<file path="config.mk">
export PLATFORM = sky130hd
export DESIGN_NAME = mc_ctrl_fsm
export DESIGN_NICKNAME = d
export VERILOG_FILES = /design/src/rtl/mc_ctrl_pkg.sv /design/src/rtl/mc_ctrl_fsm_alu_funct_dec.sv /design/src/rtl/mc_ctrl_fsm.sv
export SDC_FILE = /design/constraint.sdc
export NUM_CORES = 1
export LEC_CHECK = 0
export ABC_CLOCK_PERIOD_IN_PS = 2200
export BUFFER_PORTS_ARGS = -buffer_cell sky130_fd_sc_hd__buf_2
export CORE_AREA = 2 2 54 56
export CTS_BUF_LIST = sky130_fd_sc_hd__clkbuf_4 sky130_fd_sc_hd__clkbuf_8
export DETAILED_ROUTE_END_ITERATION = 10
export DIE_AREA = 0 0 56 58
export GPL_ROUTABILITY_DRIVEN = 0
export GPL_TIMING_DRIVEN = 1
export MAX_ROUTING_LAYER = met4
export PLACE_DENSITY = 0.7
export SLEW_MARGIN = 20
export SYNTH_ARGS = -nofsm -noshare
export SYNTH_HDL_FRONTEND = slang
export SYNTH_HIERARCHICAL = 1
export SYNTH_SLANG_ARGS = --single-unit
</file>
<file path="constraint.sdc">
create_clock -name clk -period 2.2 [get_ports clk]
set_input_delay 0.55 -clock clk [delete_from_list [all_inputs] [get_ports clk]]
set_output_delay 0.55 -clock clk [all_outputs]
set_load 0.005 [all_outputs]
</file>
<file path="src/rtl/mc_ctrl_pkg.sv">
// Package mc_ctrl_pkg
// Purpose: shared constants and types for the multicycle MIPS control unit:
//   opcode/funct encodings, ALU codes, datapath mux encodings, FSM state
//   enum and fault codes, plus the DECODE-stage dispatch helper.
package mc_ctrl_pkg;

    localparam int unsigned OP_W    = 6;
    localparam int unsigned FN_W    = 6;
    localparam int unsigned ALU_W   = 3;
    localparam int unsigned FAULT_W = 2;

    // Opcodes (IR[31:26])
    localparam logic [OP_W-1:0] OP_RTYPE = 6'b000000;
    localparam logic [OP_W-1:0] OP_ADDI  = 6'b001000;
    localparam logic [OP_W-1:0] OP_LW    = 6'b100011;
    localparam logic [OP_W-1:0] OP_SW    = 6'b101011;
    localparam logic [OP_W-1:0] OP_BEQ   = 6'b000100;
    localparam logic [OP_W-1:0] OP_BNE   = 6'b000101;
    localparam logic [OP_W-1:0] OP_BGTZ  = 6'b000111;
    localparam logic [OP_W-1:0] OP_J     = 6'b000010;

    // R-type funct codes (IR[5:0])
    localparam logic [FN_W-1:0] FN_ADD = 6'b100000;
    localparam logic [FN_W-1:0] FN_SUB = 6'b100010;
    localparam logic [FN_W-1:0] FN_AND = 6'b100100;
    localparam logic [FN_W-1:0] FN_OR  = 6'b100101;
    localparam logic [FN_W-1:0] FN_SLT = 6'b101010;

    // ALU operation codes
    localparam logic [ALU_W-1:0] ALU_NONE = 3'd0;
    localparam logic [ALU_W-1:0] ALU_ADD  = 3'd1;
    localparam logic [ALU_W-1:0] ALU_SUB  = 3'd2;
    localparam logic [ALU_W-1:0] ALU_AND  = 3'd3;
    localparam logic [ALU_W-1:0] ALU_OR   = 3'd4;
    localparam logic [ALU_W-1:0] ALU_SLT  = 3'd5;

    // ALU B-operand select
    localparam logic [1:0] SRCB_RT   = 2'b00;
    localparam logic [1:0] SRCB_ONE  = 2'b01;
    localparam logic [1:0] SRCB_IMM  = 2'b10;
    localparam logic [1:0] SRCB_BOFF = 2'b11;

    // PC source select
    localparam logic [1:0] PCSRC_ALU    = 2'b00;
    localparam logic [1:0] PCSRC_ALUOUT = 2'b01;
    localparam logic [1:0] PCSRC_JUMP   = 2'b10;

    // Sticky fault codes
    localparam logic [FAULT_W-1:0] FAULT_NONE    = 2'b00;
    localparam logic [FAULT_W-1:0] FAULT_ILLEGAL = 2'b01;
    localparam logic [FAULT_W-1:0] FAULT_TIMEOUT = 2'b10;

    typedef enum logic [3:0] {
        S_INIT,
        S_FETCH,
        S_DECODE,
        S_REXEC,
        S_RWB,
        S_IEXEC,
        S_IWB,
        S_MEMADR,
        S_MEMRD,
        S_MEMWB,
        S_MEMWR,
        S_BRANCH,
        S_JUMP,
        S_FAULT
    } state_e;

    // State following DECODE for a given opcode; unknown opcodes go to FAULT.
    function automatic state_e decode_next(input logic [OP_W-1:0] op);
        state_e nxt;
        case (op)
            OP_RTYPE:               nxt = S_REXEC;
            OP_ADDI:                nxt = S_IEXEC;
            OP_LW, OP_SW:           nxt = S_MEMADR;
            OP_BEQ, OP_BNE, OP_BGTZ: nxt = S_BRANCH;
            OP_J:                   nxt = S_JUMP;
            default:                nxt = S_FAULT;
        endcase
        return nxt;
    endfunction

endpackage

</file>
<file path="src/rtl/mc_ctrl_fsm_alu_funct_dec.sv">
// Module alu_funct_dec
// Purpose: combinational R-type funct decoder.
// Ports:
//   funct       in   FN_W   IR[5:0]
//   alucontrol  out  ALUCW  ALU operation code (0 when funct is not supported)
//   valid       out  1      funct is one of ADD/SUB/AND/OR/SLT
module alu_funct_dec
    import mc_ctrl_pkg::*;
#(
    parameter int unsigned ALUCW = 3
) (
    input  logic [FN_W-1:0]  funct,
    output logic [ALUCW-1:0] alucontrol,
    output logic             valid
);

    always_comb begin
        alucontrol = '0;
        valid      = 1'b1;
        case (funct)
            FN_ADD:  alucontrol = ALUCW'(ALU_ADD);
            FN_SUB:  alucontrol = ALUCW'(ALU_SUB);
            FN_AND:  alucontrol = ALUCW'(ALU_AND);
            FN_OR:   alucontrol = ALUCW'(ALU_OR);
            FN_SLT:  alucontrol = ALUCW'(ALU_SLT);
            default: valid      = 1'b0;
        endcase
    end

endmodule

</file>
<file path="src/rtl/mc_ctrl_fsm.sv">
// Module mc_ctrl_fsm
// Purpose: multicycle MIPS control unit. Moore FSM whose datapath strobes and
//   mux selects are decoded from the current state (plus ALU flags and
//   mem_ready). Handles R-type funct decode, beq/bne/bgtz resolution, a memory
//   ready handshake with timeout, sticky fault capture and a retire pulse.
// Ports:
//   clk, rst            clock (rising edge), synchronous active-high reset
//   op, funct           instruction register fields
//   alu_zero, alu_neg   ALU result flags
//   mem_ready           memory completes current access this cycle
//   iord..pcsrc         datapath controls
//   retire              one-cycle pulse on instruction completion
//   fault               sticky fault code (01 illegal, 10 memory timeout)
module mc_ctrl_fsm
    import mc_ctrl_pkg::*;
#(
    parameter int unsigned ALUCW    = 3,
    parameter int unsigned WAIT_MAX = 15,
    parameter int unsigned CNTW     = 4
) (
    input  logic               clk,
    input  logic               rst,
    input  logic [OP_W-1:0]    op,
    input  logic [FN_W-1:0]    funct,
    input  logic               alu_zero,
    input  logic               alu_neg,
    input  logic               mem_ready,
    output logic               iord,
    output logic               memread,
    output logic               memwrite,
    output logic               irwrite,
    output logic               pcwrite,
    output logic               regdst,
    output logic               memtoreg,
    output logic               regwrite,
    output logic               alusrca,
    output logic [1:0]         alusrcb,
    output logic [ALUCW-1:0]   alucontrol,
    output logic [1:0]         pcsrc,
    output logic               retire,
    output logic [FAULT_W-1:0] fault
);

    // Counter value on the last permitted waiting cycle.
    localparam logic [CNTW-1:0] CNT_LAST = (WAIT_MAX == 0) ? '0 : CNTW'(WAIT_MAX - 1);

    state_e             state;
    logic [CNTW-1:0]    cnt;
    logic [FAULT_W-1:0] fault_q;
    logic [ALUCW-1:0]   fn_alu;
    logic               fn_valid;
    logic               timeout_c;

    alu_funct_dec #(
        .ALUCW (ALUCW)
    ) u_funct_dec (
        .funct      (funct),
        .alucontrol (fn_alu),
        .valid      (fn_valid)
    );

    // mem_ready in the final allowed cycle takes priority over the timeout.
    assign timeout_c = (WAIT_MAX != 0) && !mem_ready && (cnt == CNT_LAST);

    // State, wait counter and sticky fault register.
    always_ff @(posedge clk) begin
        if (rst) begin
            state   <= S_INIT;
            cnt     <= '0;
            fault_q <= FAULT_NONE;
        end else begin
            // Counter only survives while stalled in a waiting state, so every
            // entry into FETCH/MEMRD/MEMWR sees it cleared.
            cnt <= '0;
            case (state)
                S_INIT:   state <= S_FETCH;
                S_FETCH: begin
                    if (mem_ready) begin
                        state <= S_DECODE;
                    end else if (timeout_c) begin
                        state   <= S_FAULT;
                        fault_q <= FAULT_TIMEOUT;
                    end else begin
                        cnt <= cnt + CNTW'(1);
                    end
                end
                S_DECODE: begin
                    state <= decode_next(op);
                    if (decode_next(op) == S_FAULT) begin
                        fault_q <= FAULT_ILLEGAL;
                    end
                end
                S_REXEC: begin
                    if (fn_valid) begin
                        state <= S_RWB;
                    end else begin
                        state   <= S_FAULT;
                        fault_q <= FAULT_ILLEGAL;
                    end
                end
                S_IEXEC:  state <= S_IWB;
                S_MEMADR: state <= (op == OP_SW) ? S_MEMWR : S_MEMRD;
                S_MEMRD: begin
                    if (mem_ready) begin
                        state <= S_MEMWB;
                    end else if (timeout_c) begin
                        state   <= S_FAULT;
                        fault_q <= FAULT_TIMEOUT;
                    end else begin
                        cnt <= cnt + CNTW'(1);
                    end
                end
                S_MEMWR: begin
                    if (mem_ready) begin
                        state <= S_FETCH;
                    end else if (timeout_c) begin
                        state   <= S_FAULT;
                        fault_q <= FAULT_TIMEOUT;
                    end else begin
                        cnt <= cnt + CNTW'(1);
                    end
                end
                S_RWB, S_IWB, S_MEMWB, S_BRANCH, S_JUMP: state <= S_FETCH;
                S_FAULT:  state <= S_FAULT;
                default:  state <= S_INIT;
            endcase
        end
    end

    // Output decode; everything is forced low while rst is high.
    always_comb begin
        iord       = 1'b0;
        memread    = 1'b0;
        memwrite   = 1'b0;
        irwrite    = 1'b0;
        pcwrite    = 1'b0;
        regdst     = 1'b0;
        memtoreg   = 1'b0;
        regwrite   = 1'b0;
        alusrca    = 1'b0;
        alusrcb    = SRCB_RT;
        alucontrol = '0;
        pcsrc      = PCSRC_ALU;
        retire     = 1'b0;
        fault      = FAULT_NONE;
        if (!rst) begin
            fault = fault_q;
            case (state)
                S_FETCH: begin
                    memread    = 1'b1;
                    alusrcb    = SRCB_ONE;
                    alucontrol = ALUCW'(ALU_ADD);
                    irwrite    = mem_ready;
                    pcwrite    = mem_ready;
                end
                S_DECODE: begin
                    alusrcb    = SRCB_BOFF;
                    alucontrol = ALUCW'(ALU_ADD);
                end
                S_REXEC: begin
                    alusrca    = 1'b1;
                    alusrcb    = SRCB_RT;
                    alucontrol = fn_alu;
                end
                S_RWB: begin
                    regdst   = 1'b1;
                    regwrite = 1'b1;
                    retire   = 1'b1;
                end
                S_IEXEC, S_MEMADR: begin
                    alusrca    = 1'b1;
                    alusrcb    = SRCB_IMM;
                    alucontrol = ALUCW'(ALU_ADD);
                end
                S_IWB: begin
                    regwrite = 1'b1;
                    retire   = 1'b1;
                end
                S_MEMRD: begin
                    iord    = 1'b1;
                    memread = 1'b1;
                end
                S_MEMWB: begin
                    memtoreg = 1'b1;
                    regwrite = 1'b1;
                    retire   = 1'b1;
                end
                S_MEMWR: begin
                    iord     = 1'b1;
                    memwrite = 1'b1;
                    retire   = mem_ready;
                end
                S_BRANCH: begin
                    alusrca    = 1'b1;
                    alusrcb    = SRCB_RT;
                    alucontrol = ALUCW'(ALU_SUB);
                    pcsrc      = PCSRC_ALUOUT;
                    retire     = 1'b1;
                    // bgtz compares rs against $0, so the SUB result is rs itself.
                    case (op)
                        OP_BEQ:  pcwrite = alu_zero;
                        OP_BNE:  pcwrite = !alu_zero;
                        OP_BGTZ: pcwrite = !alu_zero && !alu_neg;
                        default: pcwrite = 1'b0;
                    endcase
                end
                S_JUMP: begin
                    pcsrc   = PCSRC_JUMP;
                    pcwrite = 1'b1;
                    retire  = 1'b1;
                end
                default: ;
            endcase
        end
    end

endmodule

</file>
==> flow_summary.ini <==
[worst_setup_path]
reg2reg_slack_ns = 0.37
worstPathRequired_ns = 1.65
r2r_end = fault_q[1]$_SDFFE_PP0P_
arrival_ns = 1.70
path_class = in -> out
cp-start-kind = input pin
rr_worst_depth = 5
critPathCaptureType = primary output
path_max_fanout = 3
r2r_start = state[0]$_SDFF_PP0_

[drt]
drtPass1Iterations = 4
drt_wl_total_um = 3230
wl_per_cell_um = 13.8
antenna_left = 0
via_count = 1345
drt_iter0_markers = 55
viasPerCell = 5.75
drc = 0

[clock_network]
hold_buffers = 0
clock_path_buffers = 2
postCtsSetupBuffers = 0
cts.sinks = 10
cts_buffers = 3
clock_latency_ns = 0.26
clk_pin_slew_ns = 0.06
clockRootBuffer = clkbuf_4
cts-htree-levels = 1
cts_tree = yes

[sta]
finalSetupViolations = 1
rsz0062_at_grt = true
setup_ws_ns = -0.0534
slew_headroom_pct = 75.2
clock_skew_ns = 0.000452
fmax_ghz = 0.444
hold_violations = 0
hold_slack_ns = 0.491
worstMarginPinSlew_ns = 0.362
fin_crit_sh_pct = 102
fin_crit_ns = 2.25
slew_violations = 0

[logic_synthesis]
yosysSeqAreaShare_pct = 17.2
synth_xor_area_share_pct = 3.77
synth_top_family_by_area = simple AND/OR/NAND/NOR gates
netlist_instances = 168
syn_area_um2 = 1160
synth_edf_count = 0
synth_compound_area_share_pct = 22.1
synthMuxAreaShare_pct = 3.77
synth_common_cells = nor2_1 (23), dfxtp_1 (10), nand2b_1 (10)
ys_dominant_reg_cell = dfxtp_1
synth_top_cell_area_share_pct = 17.2
synth-seq-cells = 10
synth_adder_area_share_pct = 2.15
yosys.area.top_type = dfxtp_1
synth_cell_types = 48
yosys.area_share.simple_pct = 43.1
yosysMostFrequentCell = nor2_1
yosysWarnings = 6
async_reset_ff_share_pct = 0
synthesis.nets = 187
avgSynthCellArea_um2 = 6.92
ys_top_cells_by_area = dfxtp_1 (17%), nor2_1 (7.4%), nand2b_1 (5.4%)

[finish]
layoutNonFillerInstCount = 234
fin_area_um2 = 1490
layout-drive-gt1-share_pct = 32.0
final_util_pct = 55.8
num_antenna_cells = 0
nets = 223
fillers = 258
area_growth_pct = 27.8

[worst_hold_path]
hold_end = cnt[0]$_SDFF_PP0_
whs_path_depth = 1
hold_path_class = reg -> reg
min_from = cnt[0]$_SDFF_PP0_

[floorplan]
core_region_area_um2 = 2660
die_h_um = 58
dieArea_um2 = 3250
io_pins = 36
initial_core_util_pct = 43.7
fp.dieW_um = 56
std_cell_rows = 19

[global_route]
grt_usage_pct = 20.8
antenna_found_initial = 0
grt_pass1_vias = 1254
grt_pass1_wl_um = 5440
gr-total-overflow = 0
grt_max_degree = 20

[place]
dp_hpwl_um = 2470
placed_area_um2 = 1390
post-place-cells = 230
portBuffers = 35

[pwr]
ir_worst_vdd_mv = 0.389
powerDensity_nw_per_um2 = 419
leakage_nw = 0.625

[run_status]
status = complete, but fails checks
violations = negative setup slack

[run]
drv_cap = 0
==> per-stage QoR <==
stage          power [mW]  TNS [ns]  setup slack (ns)
6_report            0.622   -0.0534           -0.0534
5_1_grt             0.666    -0.274            -0.158
4_1_cts             0.624    -0.107            -0.107
3_5_place_dp        0.456    -0.274            -0.147
3_3_place_gp        0.447    -0.136           -0.0712
2_1_floorplan       0.380         0             0.169
==> flip-flops by register name, summed over array words and instances (netlist names) <==
signal and cells:
cnt 4, state 4, fault_q 2
==> cell families after synthesis <==
group | count (synthesis)
compound gates | 39
xor+xnor | 5
fa+ha+maj | 2
buf+inv | 20
flops | 10
mux | 4
simple gates | 88
==> how the worst max path moves through the flow <==
| stage | slack [ns] | start | to | cells after the start |
|---|---|---|---|---|
| global placement | -0.07 | funct[1] | alucontrol[2] | 6 |
| CTS | -0.11 | funct[0] | alucontrol[2] | 6 |
| detailed placement | -0.15 | funct[1] | alucontrol[2] | 6 |
| floorplan | 0.17 | funct[0] | alucontrol[2] | 4 |
| global route | -0.16 | funct[0] | alucontrol[2] | 6 |
| finish | -0.05 | funct[0] | alucontrol[2] | 6 |
==> critical path: stages <==
cell,delay [ns]
buf_6,0.10
or4bb_1,0.52
a21oi_2,0.16
nand3_1,0.10
nor4_2,0.13
buf_2,0.14
==> per-layer routing <==
metal | wire, um | track usage, % | vias to the layer above
li1 | - | - | 681
met1 | 1410 | 23.8 | 621
met2 | 1650 | 38.7 | 37
met3 | 138 | 2.01 | 6
met4 | 34 | 5.78 | 0
met5 | 0 | - | -
==> repair_timing <==
| item | in CTS | in global routing |
|---|---|---|
| pin swaps | 0 | 2 |
| gates cloned | 0 | 0 |
| setup endpoints to repair | 8 | 11 |
| gates resized for setup | 11 | 7 |
| hold endpoints to repair | 0 | 0 |
==> report_power, final <==
part | switching (mW) | internal (mW)
logic | 0.124 | 0.116
clock network | 0.0575 | 0.100
registers | 0.0281 | 0.196
==> layout by cell type (no fill, tap or decap), types with 2 or more instances in the layout <==
cell type   n
nor3_1      6
nor2b_1     6
o22ai_1     2
clkbuf_4    3
mux2_1      3
nand4_1     2
nor4_1      6
dfxtp_2     2
a21oi_2     2
xnor2_1     4
or4bb_1     2
a21oi_1     6
dfxtp_1     6
nand4b_1    2
and3_1      2
dfxtp_4     2
nand3_1     3
a31oi_1     6
or3b_1      2
buf_2      31
nor2_1     23
buf_4      11
ha_1        2
nand2_1     9
o21bai_1    2
a2111oi_0   2
nand3b_1    4
inv_1       5
buf_6       4
nand2b_1   10
o21ai_0     8
nor3_2      2
==> area by class of cell <==
class / count / area [um2] / share of cell area, %
flip-flops and latches: 10 / 210 / 14.2
multi-input cells: 138 / 898 / 60.5
repair buffers: 46 / 283 / 19.0
inverters: 5 / 18.8 / 1.26
clock buffers: 4 / 36.3 / 2.44
well taps: 31 / 38.8 / 2.61
(Power assumes the default switching activity.)
